--- config.mk ---
export PLATFORM = sky130hd
export DESIGN_NAME = hazard_scoreboard_flat
export DESIGN_NICKNAME = d
export VERILOG_FILES = /design/src/rtl/hazard_scoreboard_pkg.sv /design/src/rtl/hazard_scoreboard_if.sv /design/src/rtl/hazard_scoreboard_hs_match.sv /design/src/rtl/hazard_scoreboard.sv /design/src/flat_wrapper.sv
export SDC_FILE = /design/constraint.sdc
export NUM_CORES = 1
export LEC_CHECK = 0
export ABC_AREA = 1
export CORE_UTILIZATION = 56
export DETAILED_ROUTE_END_ITERATION = 10
export GPL_ROUTABILITY_DRIVEN = 0
export PLACE_DENSITY = 0.87
export SLEW_MARGIN = 20
export SYNTH_ARGS = -nofsm -noshare
export SYNTH_HDL_FRONTEND = slang
export SYNTH_HIERARCHICAL = 1
export SYNTH_SLANG_ARGS = --single-unit
export TNS_END_PERCENT = 100
--- constraint.sdc ---
create_clock -name clk -period 4.1 [get_ports clk]
set_clock_uncertainty 0.15 [all_clocks]
set_input_delay 0.82 -clock clk [delete_from_list [all_inputs] [get_ports clk]]
set_output_delay 0.82 -clock clk [all_outputs]
set_load 0.03 [all_outputs]
--- src/rtl/hazard_scoreboard_pkg.sv ---
// Shared constants for the hazard scoreboard: forwarding-select encoding and the
// per-instruction-class T_use/T_new table consumed by the decoder.
package hazard_scoreboard_pkg;

  localparam int HZ_TW = 2;

  // An operand whose T_use is all-ones is not read by the instruction.
  localparam logic [HZ_TW-1:0] TUSE_NONE = '1;

  localparam int SEL_RF = 0;
  localparam int SEL_E  = 1;
  localparam int SEL_M  = 2;
  localparam int SEL_W  = 3;

  typedef enum logic [3:0] {
    IC_NOP,
    IC_ALU_R,
    IC_ALU_I,
    IC_LUI,
    IC_LOAD,
    IC_STORE,
    IC_BRANCH,
    IC_JAL,
    IC_JR,
    IC_MULTDIV,
    IC_MFHILO,
    IC_MTHILO
  } instr_class_e;

  typedef struct packed {
    logic [HZ_TW-1:0] rs_tuse;
    logic [HZ_TW-1:0] rt_tuse;
    logic [HZ_TW-1:0] tnew;
    logic             md_start;
    logic             md_use;
  } hz_info_t;

  // T_new is counted from D: an ALU result is ready leaving E (2), a load leaving M (3).
  function automatic hz_info_t hz_lookup(input instr_class_e ic);
    hz_info_t info;
    info.rs_tuse  = TUSE_NONE;
    info.rt_tuse  = TUSE_NONE;
    info.tnew     = '0;
    info.md_start = 1'b0;
    info.md_use   = 1'b0;
    case (ic)
      IC_ALU_R: begin
        info.rs_tuse = 2'd1;
        info.rt_tuse = 2'd1;
        info.tnew    = 2'd2;
      end
      IC_ALU_I: begin
        info.rs_tuse = 2'd1;
        info.tnew    = 2'd2;
      end
      IC_LUI: info.tnew = 2'd2;
      IC_LOAD: begin
        info.rs_tuse = 2'd1;
        info.tnew    = 2'd3;
      end
      IC_STORE: begin
        info.rs_tuse = 2'd1;
        info.rt_tuse = 2'd2;
      end
      IC_BRANCH: begin
        info.rs_tuse = 2'd0;
        info.rt_tuse = 2'd0;
      end
      IC_JAL: info.tnew = 2'd1;
      IC_JR:  info.rs_tuse = 2'd0;
      IC_MULTDIV: begin
        info.rs_tuse  = 2'd1;
        info.rt_tuse  = 2'd1;
        info.md_start = 1'b1;
        info.md_use   = 1'b1;
      end
      IC_MFHILO: begin
        info.tnew   = 2'd2;
        info.md_use = 1'b1;
      end
      IC_MTHILO: begin
        info.rs_tuse = 2'd1;
        info.md_use  = 1'b1;
      end
      default: ;
    endcase
    return info;
  endfunction

endpackage

--- src/rtl/hazard_scoreboard_if.sv ---
// D-stage <-> hazard scoreboard bundle: decoded operand info in, stall/forward/busy out.
interface hazard_scoreboard_if #(
  parameter int REG_AW = 5,
  parameter int TW     = 2,
  parameter int FW     = 2
);
  logic              d_valid;
  logic [REG_AW-1:0] d_rs;
  logic [REG_AW-1:0] d_rt;
  logic [TW-1:0]     d_rs_tuse;
  logic [TW-1:0]     d_rt_tuse;
  logic [REG_AW-1:0] d_dst;
  logic [TW-1:0]     d_tnew;
  logic              d_md_start;
  logic              d_md_is_div;
  logic              d_md_use;
  logic              stall;
  logic [FW-1:0]     fwd_d_rs_sel;
  logic [FW-1:0]     fwd_d_rt_sel;
  logic [FW-1:0]     fwd_e_rs_sel;
  logic [FW-1:0]     fwd_e_rt_sel;
  logic              md_busy;

  modport master (
    output d_valid, d_rs, d_rt, d_rs_tuse, d_rt_tuse, d_dst, d_tnew,
           d_md_start, d_md_is_div, d_md_use,
    input  stall, fwd_d_rs_sel, fwd_d_rt_sel, fwd_e_rs_sel, fwd_e_rt_sel, md_busy
  );

  modport slave (
    input  d_valid, d_rs, d_rt, d_rs_tuse, d_rt_tuse, d_dst, d_tnew,
           d_md_start, d_md_is_div, d_md_use,
    output stall, fwd_d_rs_sel, fwd_d_rt_sel, fwd_e_rs_sel, fwd_e_rt_sel, md_busy
  );
endinterface

--- src/rtl/hazard_scoreboard_hs_match.sv ---
// Youngest-match priority search over scoreboard slots LO..STAGES-1; returns the
// matching slot's remaining T_new and its select code (slot index + 1).
module hs_match #(
  parameter int STAGES = 3,
  parameter int REG_AW = 5,
  parameter int TW     = 2,
  parameter int FW     = 2,
  parameter int LO     = 0
) (
  input  logic [STAGES-1:0]        i_valid,
  input  logic [STAGES*REG_AW-1:0] i_dst,
  input  logic [STAGES*TW-1:0]     i_tnew,
  input  logic [REG_AW-1:0]        i_reg,
  output logic                     o_found,
  output logic [TW-1:0]            o_tnew,
  output logic [FW-1:0]            o_sel
);

  logic [STAGES-1:0] w_hit;

  genvar gi;
  generate
    for (gi = 0; gi < STAGES; gi++) begin : g_hit
      assign w_hit[gi] = (gi >= LO) && i_valid[gi] &&
                         (i_dst[gi*REG_AW +: REG_AW] == i_reg) && (i_reg != '0);
    end
  endgenerate

  // Scan oldest to youngest so the lowest-index hit is the one left standing.
  always_comb begin
    o_found = 1'b0;
    o_tnew  = '0;
    o_sel   = '0;
    for (int k = STAGES - 1; k >= 0; k--) begin
      if (w_hit[k]) begin
        o_found = 1'b1;
        o_tnew  = i_tnew[k*TW +: TW];
        o_sel   = FW'(k + 1);
      end
    end
  end

endmodule

--- src/rtl/hazard_scoreboard.sv ---
// Stall/forward unit beside the D stage: shift-register scoreboard of in-flight
// destinations with remaining T_new, plus the multiply/divide busy interlock.
module hazard_scoreboard
  import hazard_scoreboard_pkg::*;
#(
  parameter int STAGES   = 3,
  parameter int REG_AW   = 5,
  parameter int TW       = 2,
  parameter int MULT_LAT = 5,
  parameter int DIV_LAT  = 10
) (
  input  logic                clk,
  input  logic                reset,
  hazard_scoreboard_if.slave  bus
);

  localparam int FW     = $clog2(STAGES + 1);
  localparam int MD_MAX = (DIV_LAT > MULT_LAT) ? DIV_LAT : MULT_LAT;
  localparam int MDW    = $clog2(MD_MAX + 1);
  localparam logic [TW-1:0] TUSE_ALL1 = {TW{1'b1}};

  // Query order for the four searches: D rs, D rt, E rs, E rt.
  localparam int Q_D_RS = 0;
  localparam int Q_D_RT = 1;
  localparam int Q_E_RS = 2;
  localparam int Q_E_RT = 3;

  logic [STAGES-1:0]        r_valid;
  logic [STAGES*REG_AW-1:0] r_dst;
  logic [STAGES*TW-1:0]     r_tnew;
  logic [REG_AW-1:0]        r_e_rs;
  logic [REG_AW-1:0]        r_e_rt;
  logic [MDW-1:0]           r_md_cnt;

  logic [STAGES*TW-1:0]     w_tnew_dec;
  logic [TW-1:0]            w_d_tnew_dec;
  logic [4*REG_AW-1:0]      w_query;
  logic [3:0]               w_found;
  logic [4*TW-1:0]          w_mtnew;
  logic [4*FW-1:0]          w_msel;
  logic [4*FW-1:0]          w_fwd;
  logic                     w_rs_stall;
  logic                     w_rt_stall;
  logic                     w_md_busy;
  logic                     w_stall;
  logic                     w_md_issue;

  genvar gi;
  generate
    for (gi = 0; gi < STAGES; gi++) begin : g_dec
      assign w_tnew_dec[gi*TW +: TW] = (r_tnew[gi*TW +: TW] == '0) ? '0
                                     : r_tnew[gi*TW +: TW] - TW'(1);
    end
  endgenerate

  assign w_d_tnew_dec = (bus.d_tnew == '0) ? '0 : bus.d_tnew - TW'(1);
  assign w_query      = {r_e_rt, r_e_rs, bus.d_rt, bus.d_rs};

  // E-stage searches skip slot 0: that slot is the consumer itself.
  generate
    for (gi = 0; gi < 4; gi++) begin : g_match
      hs_match #(
        .STAGES (STAGES),
        .REG_AW (REG_AW),
        .TW     (TW),
        .FW     (FW),
        .LO     ((gi >= Q_E_RS) ? 1 : 0)
      ) u_match (
        .i_valid (r_valid),
        .i_dst   (r_dst),
        .i_tnew  (r_tnew),
        .i_reg   (w_query[gi*REG_AW +: REG_AW]),
        .o_found (w_found[gi]),
        .o_tnew  (w_mtnew[gi*TW +: TW]),
        .o_sel   (w_msel[gi*FW +: FW])
      );

      assign w_fwd[gi*FW +: FW] = (w_found[gi] && (w_mtnew[gi*TW +: TW] == '0))
                                ? w_msel[gi*FW +: FW] : FW'(SEL_RF);
    end
  endgenerate

  assign w_rs_stall = (bus.d_rs_tuse != TUSE_ALL1) && w_found[Q_D_RS] &&
                      (w_mtnew[Q_D_RS*TW +: TW] > bus.d_rs_tuse);
  assign w_rt_stall = (bus.d_rt_tuse != TUSE_ALL1) && w_found[Q_D_RT] &&
                      (w_mtnew[Q_D_RT*TW +: TW] > bus.d_rt_tuse);
  assign w_md_busy  = (r_md_cnt != '0);
  assign w_stall    = bus.d_valid && (w_rs_stall || w_rt_stall || (bus.d_md_use && w_md_busy));
  assign w_md_issue = bus.d_valid && bus.d_md_start && !w_stall;

  assign bus.stall        = w_stall;
  assign bus.md_busy      = w_md_busy;
  assign bus.fwd_d_rs_sel = w_fwd[Q_D_RS*FW +: FW];
  assign bus.fwd_d_rt_sel = w_fwd[Q_D_RT*FW +: FW];
  assign bus.fwd_e_rs_sel = w_fwd[Q_E_RS*FW +: FW];
  assign bus.fwd_e_rt_sel = w_fwd[Q_E_RT*FW +: FW];

  always_ff @(posedge clk or posedge reset) begin
    if (reset) begin
      r_valid  <= '0;
      r_dst    <= '0;
      r_tnew   <= '0;
      r_e_rs   <= '0;
      r_e_rt   <= '0;
      r_md_cnt <= '0;
    end else begin
      for (int k = 1; k < STAGES; k++) begin
        r_valid[k]                 <= r_valid[k-1];
        r_dst[k*REG_AW +: REG_AW]  <= r_dst[(k-1)*REG_AW +: REG_AW];
        r_tnew[k*TW +: TW]         <= w_tnew_dec[(k-1)*TW +: TW];
      end

      // A stalled instruction stays in D; E receives a bubble that forwards nothing.
      if (w_stall) begin
        r_valid[0]        <= 1'b0;
        r_dst[0 +: REG_AW] <= '0;
        r_tnew[0 +: TW]   <= '0;
        r_e_rs            <= '0;
        r_e_rt            <= '0;
      end else begin
        r_valid[0]        <= bus.d_valid && (bus.d_dst != '0);
        r_dst[0 +: REG_AW] <= bus.d_dst;
        r_tnew[0 +: TW]   <= w_d_tnew_dec;
        r_e_rs            <= bus.d_rs;
        r_e_rt            <= bus.d_rt;
      end

      if (w_md_issue) begin
        r_md_cnt <= bus.d_md_is_div ? MDW'(DIV_LAT) : MDW'(MULT_LAT);
      end else if (r_md_cnt != '0) begin
        r_md_cnt <= r_md_cnt - MDW'(1);
      end
    end
  end

endmodule

--- src/flat_wrapper.sv ---
// flat-port wrapper written by rule: the top's interface ports become plain ports
module hazard_scoreboard_flat import hazard_scoreboard_pkg::*;
#(
  parameter int STAGES   = 3,
  parameter int REG_AW   = 5,
  parameter int TW       = 2,
  parameter int MULT_LAT = 5,
  parameter int DIV_LAT  = 10
)
  (clk, reset, bus_d_valid, bus_d_rs, bus_d_rt, bus_d_rs_tuse, bus_d_rt_tuse, bus_d_dst, bus_d_tnew, bus_d_md_start, bus_d_md_is_div, bus_d_md_use, bus_stall, bus_fwd_d_rs_sel, bus_fwd_d_rt_sel, bus_fwd_e_rs_sel, bus_fwd_e_rt_sel, bus_md_busy);
  hazard_scoreboard_if #(.REG_AW(REG_AW), .TW(TW), .FW(2)) bus_i ();
  input  logic clk;
  input  logic reset;
  input wire logic [$bits(bus_i.d_valid)-1:0] bus_d_valid;
  input wire logic [$bits(bus_i.d_rs)-1:0] bus_d_rs;
  input wire logic [$bits(bus_i.d_rt)-1:0] bus_d_rt;
  input wire logic [$bits(bus_i.d_rs_tuse)-1:0] bus_d_rs_tuse;
  input wire logic [$bits(bus_i.d_rt_tuse)-1:0] bus_d_rt_tuse;
  input wire logic [$bits(bus_i.d_dst)-1:0] bus_d_dst;
  input wire logic [$bits(bus_i.d_tnew)-1:0] bus_d_tnew;
  input wire logic [$bits(bus_i.d_md_start)-1:0] bus_d_md_start;
  input wire logic [$bits(bus_i.d_md_is_div)-1:0] bus_d_md_is_div;
  input wire logic [$bits(bus_i.d_md_use)-1:0] bus_d_md_use;
  output wire logic [$bits(bus_i.stall)-1:0] bus_stall;
  output wire logic [$bits(bus_i.fwd_d_rs_sel)-1:0] bus_fwd_d_rs_sel;
  output wire logic [$bits(bus_i.fwd_d_rt_sel)-1:0] bus_fwd_d_rt_sel;
  output wire logic [$bits(bus_i.fwd_e_rs_sel)-1:0] bus_fwd_e_rs_sel;
  output wire logic [$bits(bus_i.fwd_e_rt_sel)-1:0] bus_fwd_e_rt_sel;
  output wire logic [$bits(bus_i.md_busy)-1:0] bus_md_busy;
  assign bus_i.d_valid = bus_d_valid;
  assign bus_i.d_rs = bus_d_rs;
  assign bus_i.d_rt = bus_d_rt;
  assign bus_i.d_rs_tuse = bus_d_rs_tuse;
  assign bus_i.d_rt_tuse = bus_d_rt_tuse;
  assign bus_i.d_dst = bus_d_dst;
  assign bus_i.d_tnew = bus_d_tnew;
  assign bus_i.d_md_start = bus_d_md_start;
  assign bus_i.d_md_is_div = bus_d_md_is_div;
  assign bus_i.d_md_use = bus_d_md_use;
  assign bus_stall = bus_i.stall;
  assign bus_fwd_d_rs_sel = bus_i.fwd_d_rs_sel;
  assign bus_fwd_d_rt_sel = bus_i.fwd_d_rt_sel;
  assign bus_fwd_e_rs_sel = bus_i.fwd_e_rs_sel;
  assign bus_fwd_e_rt_sel = bus_i.fwd_e_rt_sel;
  assign bus_md_busy = bus_i.md_busy;
  hazard_scoreboard #(.STAGES(STAGES), .REG_AW(REG_AW), .TW(TW), .MULT_LAT(MULT_LAT), .DIV_LAT(DIV_LAT)) u_core (.clk(clk), .reset(reset), .bus(bus_i));
endmodule
# [After elaboration in Yosys (flattened, before gate mapping)]
# Cells that the tools add are included.
[classes] n_addsub=4 magnitude_cmp=2 eq_ne=12 muxes=45 n_reduce_logical=50
[ops] operator="2-bit 2-to-1 mux" count=28
[ops] operator="5-bit == test" count=10
[ops] operator="1-bit logical AND" count=33
[ops] operator="5-bit nonzero test" count=5
[ops] operator="5-bit 2-to-1 mux" count=3
[ops] operator="2-bit logical NOT" count=7
[ops] operator="4-bit 2-to-1 mux" count=3
[ops] operator="1-bit 2-to-1 mux" count=11
[ops] operator="2-bit by 1-bit subtractor with 2-bit output (second input constant)" count=3
[ops] operator="2-bit > comparator" count=2
[ops] operator="2-bit != test (second input constant)" count=2
[ops] operator="4-bit nonzero test" count=1
[ops] operator="4-bit by 1-bit subtractor with 4-bit output (second input constant)" count=1
[ops] operator="1-bit logical OR" count=2
[ops] operator="2-bit nonzero test" count=1
[ops] operator="1-bit logical NOT" count=1
[totals] register_bits=38 elab_cells=119

# [Longest topological paths before layout]
# Gate-level depths: netlist of run 1.
[depth] word_depth=14 depth_mapped=21 mapped_depth_nobuf=20

# [Modules after synthesis]
# Netlist of run 1, hierarchy kept.
[by_module_without_submodules] mod="hazard_scoreboard" n_inst=1 cells_each=171 area_per_inst_um2=1679.1
[by_module_without_submodules] mod="hs_match (u_core.g_match[0].u_match ...)" n_inst=2 cells_each=96 area_per_inst_um2=450.4
[by_module_without_submodules] mod="hs_match (u_core.g_match[2].u_match ...)" n_inst=2 cells_each=68 area_per_inst_um2=306.5

# [Least setup slack after synthesis of run 1]
# OpenSTA, ideal clock, no wires.
[synth_timing] path_kind="input -> output" startpoint="in bus_d_rt[1]" endpoint="out bus_stall" arrival_time_ps=2547 required_ps=3130 slack_ps=583 cell_stages=16 path_buffers=1 cell_sequence="or2_1 -> a21oi_2 -> nand3_2 -> nand2_1 -> inv_1 -> a21oi_2 -> inv_1 -> ha_1 -> nand2_1 -> nand2_1 -> nor2_1 -> nand2_1 -> nand3_4 -> nand2_4 -> inv_4 -> buf_12"
[synth_via] elab_chain_len=11 elab_cells_between_ends=22 classes_between="1 x order compare; 3 x eq/ne; 6 x mux; 12 x reduce/logical"
[synth_lines] element="start: declaration" line_no="flat_wrapper.sv:16" source="input wire logic [$bits(bus_i.d_rt)-1:0] bus_d_rt;"
[synth_lines] element="5-bit == test" line_no="hazard_scoreboard_hs_match.sv:25" source="(i_dst[gi*REG_AW +: REG_AW] == i_reg) && (i_reg != '0);"
[synth_lines] element="1-bit logical AND" line_no="hazard_scoreboard_hs_match.sv:24" source="assign w_hit[gi] = (gi >= LO) && i_valid[gi] &&"
[synth_lines] element="1-bit logical AND" line_no="hazard_scoreboard_hs_match.sv:25"
[synth_lines] element="2-bit 2-to-1 mux (2 in series)" line_no="hazard_scoreboard_hs_match.sv:35" source="if (w_hit[k]) begin"
[synth_lines] element="2-bit 2-to-1 mux *" line_no="hazard_scoreboard_hs_match.sv:35"
[synth_lines] element="net u_core.w_mtnew[2]" line_no="hazard_scoreboard.sv:39" source="logic [4*TW-1:0] w_mtnew;"
[synth_lines] element="2-bit > comparator *" line_no="hazard_scoreboard.sv:86" source="(w_mtnew[Q_D_RT*TW +: TW] > bus.d_rt_tuse);"
[synth_lines] element="1-bit logical AND *" line_no="hazard_scoreboard.sv:85" source="assign w_rt_stall = (bus.d_rt_tuse != TUSE_ALL1) && w_found[Q_D_RT] &&"
[synth_lines] element="1-bit logical OR * (2 in series)" line_no="hazard_scoreboard.sv:88" source="assign w_stall = bus.d_valid && (w_rs_stall || w_rt_stall || (bus.d_md_use && w_md_busy));"
[synth_lines] element="1-bit logical AND *" line_no="hazard_scoreboard.sv:88"
[synth_lines] element="end: declaration" line_no="flat_wrapper.sv:24" source="output wire logic [$bits(bus_i.stall)-1:0] bus_stall;"
# The timed path passes the listed nets; every way through them passes the cells marked *.

# [Worst setup path after layout of run 1]
# Ends and elaborated chain as after synthesis.

==> impl_results.md, run 1 <==
- Total routing resource utilization after global routing: between 20% and 30%
- Maximum vdd drop: between 0.0003 and 0.0004 V
- Crit-path max FO: 7
- Count of final max-slew check failures: 0
- Detailed-route via count: roughly 3000
- Detail Route Antenna Nets: 0
- Multi-input gate area in the final layout: around 1800 µm²
- Synthesized netlist cell count: between 400 and 500
- Max Fclk: roughly 0.25 GHz
- Data required, critical path: 3.13 ns
- CP Capture Type: output port
- Area enclosed by the die boundary: ~6000 µm²
- Power share of the clock group: approximately 30%
- Switching share of power: between 30% and 40%
- Std-Cell Core Area: between 5000 and 6000 µm²
- Wirelength per Cell: 11.4 µm
- Critical Path Source Type: input port
- Sequential element share of the synthesized area: about 30%
- Utilization after layout: between 60% and 70%
- Final setup TNS: 0 ns
- Net switching power of the design: around 0.46 mW
- FILL cells: ~440
- Pin count of the biggest net entering global routing: 39
- Power share of the sequential group: a little under two fifths
- Yosys cell types: 28
- Vertical die dimension: about 78 µm
- Area occupied by registers: 951 µm²
- X dimension of the die: roughly 78 µm
- Critical Setup Path Class: input port to output port
- Period utilization: a little over nine tenths
- Fin nets: 581
- Total gr overflow: 0
- Clock buffer count from CTS: 5
- Post-Syn Area per Cell: between 6 and 7 µm²
- Crit path time final: between 3 and 4 ns
- Detailed placer's ending HPWL: between 5000 and 6000 µm
- Power Internal: approximately 0.87 mW
- Synth-to-Final Area Change: 19.0%
- Number of buffers on the longest clock path: 2
- Reported max-cap violation count: 0
- Max-slew headroom: a little over two thirds
- Wire length of the first global-routing pass: approximately 12000 µm
- Starting utilization of the core area: between 50 and 60%
- Std cell rows: 27
- Setup violators final: 0
- Post-synthesis instance area: between 3000 and 4000 µm²
- Leakage power summed over all cells: between 2 and 2.5 nW
- Root buffer cell: sky130_fd_sc_hd__clkbuf_8
- Combinational group share of total power: 32.7%
- Result of the run: finished, final reports clean
- Detailed-route vias per instance: between 4 and 5
- Initial antenna violation count: 0
- Layout cells sized above 1: approximately a fifth
- Violation count after the first detailed-route iteration: ~150
- Drt pass-1 iters: 4
- TritonCTS clock tree: done
- Number of H-tree branching levels: 2
- Total nets after synthesis: approximately 530
- PwrDens: roughly 350 nW/µm²
- Min-delay worst type: flip-flop to flip-flop
- Slew of the pin with the lowest slew margin: approximately 0.46 ns
- Number of setup buffers added after CTS: 0
- Total of warnings raised by yosys: 6
- Sinks on the clock net: 38
- N_diodes: 0
- Clk pin slew, worst setup/hold paths: around 0.07 ns
- Post-Route WL: approximately 7100 µm
- Number of buffer cells added on primary ports: 36
- Post-synthesis sequential element count: 38
- Via count of the first global-routing pass: between 2000 and 3000
- Data arrival at the endpoint of the critical path: around 3.0 ns
- Hold violation count in the final report: 0
- Clock latency reported for the late side of the worst-skew pair: 0.30 ns
- Io pins: 37
- Number of remaining DRC errors: 0
-- stage by stage --
stage                     total power, mW  worst slack, ns  instances  cell area, µm²  hold WS, ns
after floorplan                     0.823            0.583        499            3190        0.212
after global placement              0.926          -0.0739        613            3670        0.238
after detailed placement            0.946          -0.0864        613            3670        0.240
after CTS                            1.33            0.147        621            3800        0.257
after global routing                 1.42          -0.0662        621            3800        0.271
final                                1.33            0.150        621            3800        0.252
-- metal layers --
metal  vias to the layer above  share of wire (%)  global-route usage, %
li1                       1546                  -                      -
met1                      1357                 41                   30.0
met2                       106                 51                   48.1
met3                        18                5.1                   4.24
met4                         0                2.4                   9.25
met5                         -                  0                      0
-- synth_stat cells --
cell                       number  area [µm²]
sky130_fd_sc_hd__a21oi_1        3        15.0
sky130_fd_sc_hd__xnor2_1        3        26.3
sky130_fd_sc_hd__nor2_2        12        75.1
sky130_fd_sc_hd__a21oi_2        9        78.8
sky130_fd_sc_hd__nand3_4        1        17.5
sky130_fd_sc_hd__clkinv_1       2        7.51
sky130_fd_sc_hd__nor2_1        62         233
sky130_fd_sc_hd__nand4_2        1        12.5
sky130_fd_sc_hd__inv_4          1        6.26
sky130_fd_sc_hd__or2_1          2        12.5
sky130_fd_sc_hd__nand2_2       12        75.1
sky130_fd_sc_hd__dfrtp_1       38         951
sky130_fd_sc_hd__nor3_1         1        5.00
sky130_fd_sc_hd__ha_1           6        75.1
sky130_fd_sc_hd__nand3_1       26         130
sky130_fd_sc_hd__nand2_4        3        33.8
sky130_fd_sc_hd__inv_2         15        56.3
sky130_fd_sc_hd__nor2_4        21         236
sky130_fd_sc_hd__nand2_1      157         589
sky130_fd_sc_hd__xor2_1         4        35.0
sky130_fd_sc_hd__inv_1        102         383
sky130_fd_sc_hd__o21bai_1       1        7.51
sky130_fd_sc_hd__buf_12         1        20.0
sky130_fd_sc_hd__o21ai_0        6        30.0
sky130_fd_sc_hd__o21a_1         1        7.51
sky130_fd_sc_hd__nand3_2        4        40.0
sky130_fd_sc_hd__nand4_1        3        18.8
sky130_fd_sc_hd__buf_4          2        15.0
-- power by group through the flow --
stage	logic (mW)	registers [mW]	clock network, mW
detailed placement	0.435	0.511	0
finish	0.435	0.506	0.388
global placement	0.417	0.509	0
global route	0.498	0.513	0.412
floorplan	0.338	0.485	0
CTS	0.433	0.504	0.395
-- final timing paths --
kind | cells after the start | startpoint | slack [ns] | endpoint
min in group asynchronous | 3 | reset | 0.78 | u_core/r_dst[8]
max reg2reg | 19 | u_core/r_dst[6] | 1.19 | u_core/r_e_rt[2]
max in group asynchronous | 3 | reset | 2.69 | u_core/r_tnew[5]
min | 0 | u_core/r_dst[0] | 0.25 | u_core/r_dst[5]
max | 17 | bus_d_rt[1] | 0.15 | bus_stall
min reg2reg | 0 | u_core/r_dst[0] | 0.25 | u_core/r_dst[5]
-- placed cells by master, fill, tap and decap left out, types with 4 or more instances in the layout --
cell type	synthesis	final
sky130_fd_sc_hd__clkbuf_2	0	6
sky130_fd_sc_hd__nand3_1	26	26
sky130_fd_sc_hd__ha_1	6	6
sky130_fd_sc_hd__a21oi_2	9	9
sky130_fd_sc_hd__nor2_4	21	23
sky130_fd_sc_hd__inv_2	15	16
sky130_fd_sc_hd__clkdlybuf4s50_1	0	25
sky130_fd_sc_hd__nor2_1	62	62
sky130_fd_sc_hd__dlygate4sd2_1	0	4
sky130_fd_sc_hd__dfrtp_1	38	38
sky130_fd_sc_hd__o21ai_0	6	6
sky130_fd_sc_hd__clkbuf_8	0	6
sky130_fd_sc_hd__inv_1	102	101
sky130_fd_sc_hd__nand2_1	157	156
sky130_fd_sc_hd__buf_4	2	10
sky130_fd_sc_hd__xor2_1	4	4
sky130_fd_sc_hd__nor2_2	12	10
sky130_fd_sc_hd__nand2_2	12	13
-- state kept, by name, indices dropped and copies added, names as in the netlist --
| signal | cells |
|---|---|
| u_core/r_e_rs | 5 |
| u_core/r_dst | 15 |
| u_core/r_valid | 3 |
| u_core/r_e_rt | 5 |
| u_core/r_tnew | 6 |
| u_core/r_md_cnt | 4 |
-- critical path, stage by stage --
cell	delay (ns)
sky130_fd_sc_hd__dlygate4sd2_1	0.30
sky130_fd_sc_hd__or2_1	0.26
sky130_fd_sc_hd__a21oi_2	0.15
sky130_fd_sc_hd__nand3_2	0.14
sky130_fd_sc_hd__nand2_1	0.10
sky130_fd_sc_hd__inv_1	0.05
sky130_fd_sc_hd__a21oi_2	0.13
sky130_fd_sc_hd__inv_1	0.05
sky130_fd_sc_hd__ha_1	0.26
sky130_fd_sc_hd__nand2_1	0.07
sky130_fd_sc_hd__nand2_1	0.07
sky130_fd_sc_hd__nor2_1	0.14
sky130_fd_sc_hd__nand2_2	0.10
sky130_fd_sc_hd__nand3_4	0.08
sky130_fd_sc_hd__nand2_4	0.06
sky130_fd_sc_hd__inv_4	0.05
sky130_fd_sc_hd__buf_4	0.15
-- final cells by class --
type,instances,area share (%)
flip-flops and latches,38,25.0
repair buffers,45,10.3
multi-input cells,338,46.7
well taps,72,2.37
clock inverters,2,1.58
inverters,120,11.9
clock buffers,6,2.17
-- cell families (layout without fill, tap and decap cells) --
family / after synthesis / count (layout) / synth area share, %
AND/OR/NAND/NOR: 305 / 305 / 46.3
adder cells (fa/ha/maj): 6 / 6 / 2.35
XOR/XNOR: 7 / 7 / 1.92
AO/OA/AOI/OAI: 20 / 20 / 4.35
flip-flops: 38 / 38 / 29.8
buffers and inverters: 123 / 173 / 15.3
-- timing repair --
action / in CTS / in global routing
resized for setup: 10 / 17
hold buffers: 0 / 0
endpoints found under the hold margin: 0 / 0
setup endpoints to repair: 5 / 1
pin swaps: 3 / 1
Power figures use the tool's default switching activity.
==> inputs of run 2 (changes only) <==
--- a/config.mk
+++ b/config.mk
@@ -6,10 +6,12 @@
 export NUM_CORES = 1
 export LEC_CHECK = 0
 export ABC_AREA = 1
+export CORE_MARGIN = 1.5
 export CORE_UTILIZATION = 56
 export DETAILED_ROUTE_END_ITERATION = 10
 export GPL_ROUTABILITY_DRIVEN = 0
 export PLACE_DENSITY = 0.87
+export SETUP_SLACK_MARGIN = 0.5
 export SLEW_MARGIN = 20
 export SYNTH_ARGS = -nofsm -noshare
 export SYNTH_HDL_FRONTEND = slang
==> run 2 against run 1 <==
Flip-flop and latch count unchanged; sequential power barely moved; combinational power increased by 6.4%; maximum frequency increased by 6.5%; critical path type unchanged; critical endpoint unchanged; highest routed layer unchanged.
==> impl_results.md, run 2 (synthesized netlist as in run 1, its figures left out) <==
- Result of the run: finished, final reports clean
- Data required, critical path: between 3 and 4 ns
- Top library cells by usage in the layout, fill and taps aside: sky130_fd_sc_hd__nand2_1, sky130_fd_sc_hd__inv_1, sky130_fd_sc_hd__nor2_1, sky130_fd_sc_hd__dfrtp_1, sky130_fd_sc_hd__nor2_4
- Min-delay worst type: flip-flop to flip-flop
- Clk pin slew, worst setup/hold paths: 0.07 ns
- Starting utilization of the core area: between 50% and 60%
- Total routing resource utilization after global routing: between 20% and 30%
- X dimension of the die: around 79 µm
- Detailed-route via count: around 3200
- Multi-input gate area in the final layout: between 1500 and 2000 µm²
- Hold violation count in the final report: 0
- Number of buffers on the longest clock path: 2
- Vertical die dimension: about 79 µm
- Detail Route Antenna Nets: 0
- Period utilization: 90.5%
- Critical Setup Path Class: input port to output port
- Worst flop-to-flop path endpoint: u_core/r_dst[4]
- Number of buffers added to fix hold violations after cts: 0
- Sinks on the clock net: 38
- Via count of the first global-routing pass: approximately 3100
- Initial antenna violation count: 0
- Flop-to-flop setup slack: 1.01 ns
- Drt pass-1 iters: 5
- Area occupied by registers: approximately 950 µm²
- Violation count after the first detailed-route iteration: 120
- Power share of the clock group: between 20% and 30%
- Number of flip-flops in the largest register: 15
- Wire length of the first global-routing pass: between 10000 and 15000 µm
- Post-Route WL: approximately 7900 µm
- Detailed-route vias per instance: just under 5
- Largest registers: u_core/r_dst x15, u_core/r_tnew x6
- Commonest non-fill, non-tap cell in the layout: sky130_fd_sc_hd__nand2_1
- Count of final max-slew check failures: 0
- Root buffer cell: sky130_fd_sc_hd__clkbuf_8
- PwrDens: 308 nW/µm²
- Data arrival at the endpoint of the critical path: ~2.7 ns
- Wirelength per Cell: 12.4 µm
- Area enclosed by the die boundary: ~6200 µm²
- Leakage power summed over all cells: around 2.2 nW
- Final cell count without fillers: 636
- Number of buffer cells added on primary ports: 36
- Std cell rows: 27
- Placed instance count: 614
- Switching share of power: roughly two fifths
- Crit Reg-Reg Startpoint: u_core/r_dst[7]
- Crit path time final: approximately 3.7 ns
- Total gr overflow: 0
- Reported max-cap violation count: 0
- Detailed placer's ending HPWL: between 5000 and 6000 µm
- Pin count of the biggest net entering global routing: 39
- Layout cells sized above 1: between 20% and 30%
- TritonCTS clock tree: done
- Net switching power of the design: around 0.47 mW
- FILL cells: between 300 and 400
- Maximum vdd drop: around 0.00032 V
- Max Fclk: between 0.2 and 0.3 GHz
- Critical Path Source Type: input port
- CP Capture Type: output port
- Start point of the critical path: bus_d_rt[1]
- Unrepaired setup endpoints after global routing: true
- Setup violators final: 0
- Number of remaining DRC errors: 0
- Max-slew headroom: 69.1%
- N_diodes: 0
- Clock latency reported for the late side of the worst-skew pair: 0.29 ns
- Power Internal: around 0.76 mW
- Register with the highest flop count: u_core/r_dst
- Clock buffer count from CTS: 5
- Fin nets: approximately 600
- Utilization after layout: 72.4%
- Cells on worst reg2reg path: 20
- Power share of the sequential group: between 40% and 50%
- Synth-to-Final Area Change: 24.8%
- Setup crit end: bus_stall
- Crit-path max FO: 7
- Io pins: 37
- Slew of the pin with the lowest slew margin: approximately 0.46 ns
- Combinational group share of total power: between 30% and 40%
- Number of H-tree branching levels: 2
- Std-Cell Core Area: approximately 5500 µm²
==> run 2: cell count changes in the layout (fill, tap and decap cells not counted), sizes merged <==
cell / change
buf: +23
clkdlybuf4s50: -4
clkbuf: -3
bufinv: -2
clkinv: +1
==> run 2: worst min path at each step <==
stage                           start                end  slack, ns  depth (start not counted)
global route        u_core/r_valid[0]  u_core/r_valid[1]       0.28                          0
floorplan           u_core/r_valid[0]  u_core/r_valid[1]       0.21                          0
detailed placement    u_core/r_dst[0]    u_core/r_dst[5]       0.24                          0
CTS                   u_core/r_dst[0]    u_core/r_dst[5]       0.25                          0
finish                u_core/r_dst[0]    u_core/r_dst[5]       0.25                          0
global placement      u_core/r_dst[0]    u_core/r_dst[5]       0.24                          0
==> run 2: what timing repair did <==
action | 4_1_cts | 5_1_grt
setup buffers | 10 | 4
setup endpoints to repair | 5 | 3
pin swaps | 29 | 25
resized for setup | 68 | 27
==> run 2: layout make-up <==
cell class	count	area share (%)
inverter	120	11.9
clock inverter	1	0.126
sequential	38	23.9
multi-input combinational	338	46.2
clock buffer	7	2.17
timing repair buffer	60	13.5
tap	72	2.26
==> run 2: power by group through the flow <==
stage | registers [mW] | clock network (mW) | logic (mW)
2_1_floorplan | 0.485 | 0 | 0.338
3_3_place_gp | 0.509 | 0 | 0.415
3_5_place_dp | 0.510 | 0 | 0.431
4_1_cts | 0.504 | 0.262 | 0.447
5_1_grt | 0.516 | 0.276 | 0.521
6_report | 0.509 | 0.256 | 0.463
==> run 2: routing by layer <==
layer  GRT usage [%]  wire length, µm  vias to the layer above
met5               0                0                        -
met4            12.7              222                        0
met2            49.8             4130                      119
met1            31.2             3080                     1425
met3            3.37              451                       26
li1                -                -                     1589
==> run 2: worst max-delay path, stage by stage <==
cell and delay, ns:
sky130_fd_sc_hd__clkbuf_4 0.14, sky130_fd_sc_hd__inv_2 0.09, sky130_fd_sc_hd__nand2_1 0.07, sky130_fd_sc_hd__nand2_1 0.11
sky130_fd_sc_hd__clkinv_1 0.08, sky130_fd_sc_hd__nand2_2 0.08, sky130_fd_sc_hd__nor2_4 0.05, sky130_fd_sc_hd__nand2_2 0.09
sky130_fd_sc_hd__nand3_2 0.09, sky130_fd_sc_hd__a21oi_2 0.16, sky130_fd_sc_hd__inv_1 0.06, sky130_fd_sc_hd__ha_1 0.28
sky130_fd_sc_hd__nand2_1 0.07, sky130_fd_sc_hd__nand2_1 0.06, sky130_fd_sc_hd__nor2_2 0.09, sky130_fd_sc_hd__nand2_2 0.08
sky130_fd_sc_hd__nand3_4 0.08, sky130_fd_sc_hd__nand2_4 0.06, sky130_fd_sc_hd__inv_4 0.05, sky130_fd_sc_hd__buf_6 0.12
==> run 2: metrics by stage <==
step	TNS, ns	cell area, µm²	power, mW	hold WS, ns	worst slack (ns)
finish	0	3990	1.23	0.251	0.390
global route	0	3990	1.31	0.276	0.211
CTS	0	3880	1.21	0.254	0.372
detailed placement	-0.123	3680	0.942	0.238	-0.123
global placement	-0.0684	3680	0.924	0.238	-0.0684
floorplan	0	3190	0.823	0.212	0.583
==> inputs of run 3 (changes only) <==
--- a/config.mk
+++ b/config.mk
@@ -6,6 +6,7 @@
 export NUM_CORES = 1
 export LEC_CHECK = 0
 export ABC_AREA = 1
+export CORE_ASPECT_RATIO = 1.2
 export CORE_MARGIN = 1.5
 export CORE_UTILIZATION = 56
 export DETAILED_ROUTE_END_ITERATION = 10
@@ -17,4 +18,4 @@
 export SYNTH_HDL_FRONTEND = slang
 export SYNTH_HIERARCHICAL = 1
 export SYNTH_SLANG_ARGS = --single-unit
-export TNS_END_PERCENT = 100
+export TNS_END_PERCENT = 30
==> run 3 against run 2 <==
Critical path depth is 1 lower; maximum frequency is 4.3% lower; power is 5.1% higher; wire length is 15% higher; via count is 4.8% higher; core utilization is 2.7 points higher; hold slack better by 0.0031 ns; global-route usage is 0.80 points higher; sequential power hardly changed; register-to-register slack worse by 0.12 ns; setup slack worse by 0.17 ns; final cell count is 1.6% lower.
==> impl_results.md, run 3 (synthesized netlist as in run 1, its figures left out) <==
- Result of the run: finished, final reports clean
- Post-Route WL: 9080 µm
- Maximum vdd drop: around 0.00029 V
- Pin count of the biggest net entering global routing: 21
- Number of flip-flops in the largest register: 15
- FILL cells: ~360
- Detail Route Antenna Nets: 0
- Data required, critical path: about 3.1 ns
- TritonCTS clock tree: done
- Min-delay worst type: flip-flop to flip-flop
- Critical Path Source Type: input port
- Total cell area at the placement stage: between 3000 and 4000 µm²
- Root buffer cell: sky130_fd_sc_hd__clkbuf_8
- Clk pin slew, worst setup/hold paths: ~0.07 ns
- Fin nets: roughly 600
- Hold slack: roughly 0.25 ns
- Io pins: 37
- Final setup TNS: 0 ns
- Drt pass-1 iters: 6
- Unrepaired setup endpoints after global routing: true
- CP Capture Type: output port
- Number of buffer cells added on primary ports: 36
- Area enclosed by the die boundary: roughly 6000 µm²
- Leakage power summed over all cells: between 2 and 2.5 nW
- Setup violators final: 0
- Violation count after the first detailed-route iteration: between 200 and 250
- Crit path time final: 3.88 ns
- Clock latency reported for the late side of the worst-skew pair: 0.30 ns
- Hold violation count in the final report: 0
- Data arrival at the endpoint of the critical path: between 2 and 3 ns
- PwrDens: between 300 and 400 nW/µm²
- Detailed placer's ending HPWL: around 5800 µm
- Total routing resource utilization after global routing: 28.0%
- Crit-path max FO: 3
- Detailed-route via count: 3310
- Reported max-cap violation count: 0
- Std cell rows: 29
- Number of buffers on the longest clock path: 2
- Number of remaining DRC errors: 0
- Commonest non-fill, non-tap cell in the layout: sky130_fd_sc_hd__nand2_1
- Max Fclk: between 0.2 and 0.3 GHz
- Critical Setup Path Class: input port to output port
- Number of buffers added to fix hold violations after cts: 0
- Wirelength per Cell: about 14 µm
- Top library cells by usage in the layout, fill and taps aside: sky130_fd_sc_hd__nand2_1, sky130_fd_sc_hd__inv_1, sky130_fd_sc_hd__nor2_1, sky130_fd_sc_hd__dfrtp_1, sky130_fd_sc_hd__nor2_4
- Count of final max-slew check failures: 0
- Starting utilization of the core area: approximately three fifths
- Slew of the pin with the lowest slew margin: 0.730 ns
- Sinks on the clock net: 38
- Total power consumption of the routed design: ~1.3 mW
- Clock buffer count from CTS: 5
- Vertical die dimension: 85.7 µm
- Detailed-route vias per instance: ~5.3
- Register with the highest flop count: u_core/r_dst
- Total gr overflow: 0
- Std-Cell Core Area: ~5400 µm²
- X dimension of the die: between 70 and 80 µm
- N_diodes: 0
- Wire length of the first global-routing pass: roughly 14000 µm
- Max-slew headroom: roughly half
- Number of H-tree branching levels: 2
- Largest registers: u_core/r_dst x15, u_core/r_tnew x6
- Initial antenna violation count: 0
- Area of all placed cells without fillers: ~4000 µm²
- Synth-to-Final Area Change: 27.1%
- Via count of the first global-routing pass: approximately 3200
- Period utilization: a little over nine tenths
- Layout cells sized above 1: approximately 28%
-- run 3: timing repair --
item	in CTS	in global routing
buffers inserted	9	5
setup endpoints to repair	17	4
resized for setup	75	39
pin swaps	20	27
-- run 3: worst paths after layout --
| path | start | endpoint | slack [ns] | cells past startpoint |
|---|---|---|---|---|
| worst min register to register | u_core/r_dst[0] | u_core/r_dst[5] | 0.25 | 0 |
| min in group asynchronous | reset | u_core/r_dst[6] | 0.80 | 2 |
| worst max-delay path | bus_d_rt[3] | bus_stall | 0.22 | 19 |
| max in group asynchronous | reset | u_core/r_valid[2] | 2.24 | 3 |
| worst max register to register | u_core/r_dst[6] | u_core/r_tnew[1] | 0.89 | 20 |
| worst min-delay path | u_core/r_dst[0] | u_core/r_dst[5] | 0.25 | 0 |
-- run 3: through the flow --
step	utilization (%)	std cells	worst slack, ns
floorplan	-	499	0.583
global placement	67.9	604	-0.0946
detailed placement	67.9	604	-0.266
CTS	71.9	621	0.365
global route	75.1	626	0.156
finish	75.1	626	0.223
-- run 3: final cells by class --
class | count | area [µm²] | area share (%)
Inverter | 120 | 473 | 11.7
Multi-Input combinational cell | 338 | 1920 | 47.3
Clock buffer | 8 | 110 | 2.71
Tap cell | 62 | 77.6 | 1.91
Sequential cell | 38 | 951 | 23.4
Timing Repair Buffer | 60 | 527 | 13.0
-- run 3: critical path, stage by stage --
cell and delay (ns):
sky130_fd_sc_hd__buf_8 0.11, sky130_fd_sc_hd__buf_4 0.13, sky130_fd_sc_hd__nand2_1 0.07, sky130_fd_sc_hd__nand2_1 0.06, sky130_fd_sc_hd__nor2_1 0.12, sky130_fd_sc_hd__nand2_2 0.08
sky130_fd_sc_hd__nor2_4 0.13, sky130_fd_sc_hd__nand3_2 0.13, sky130_fd_sc_hd__a21oi_4 0.23, sky130_fd_sc_hd__inv_2 0.08, sky130_fd_sc_hd__ha_4 0.22, sky130_fd_sc_hd__nand2_2 0.07
sky130_fd_sc_hd__nand2_1 0.05, sky130_fd_sc_hd__nor2_1 0.14, sky130_fd_sc_hd__nand2_2 0.12, sky130_fd_sc_hd__nand3_4 0.10, sky130_fd_sc_hd__nand2_4 0.06, sky130_fd_sc_hd__inv_4 0.06
sky130_fd_sc_hd__buf_6 0.12
-- run 3: where the power goes --
part | internal (mW) | total [mW] | switching [mW]
clock | 0.170 | 0.300 | 0.130
combinational | 0.198 | 0.482 | 0.284
sequential | 0.429 | 0.509 | 0.0800
total | 0.796 | 1.29 | 0.494
-- run 3: layer usage --
layer / routed length [µm] / up-vias / GRT usage [%] / share of wire (%)
met5: 0 / - / 0 / 0
met4: 570 / 0 / 14.4 / 6.3
met3: 631 / 47 / 4.82 / 7.0
met2: 4480 / 178 / 51.9 / 49
met1: 3390 / 1507 / 30.0 / 37
li1: - / 1578 / - / -
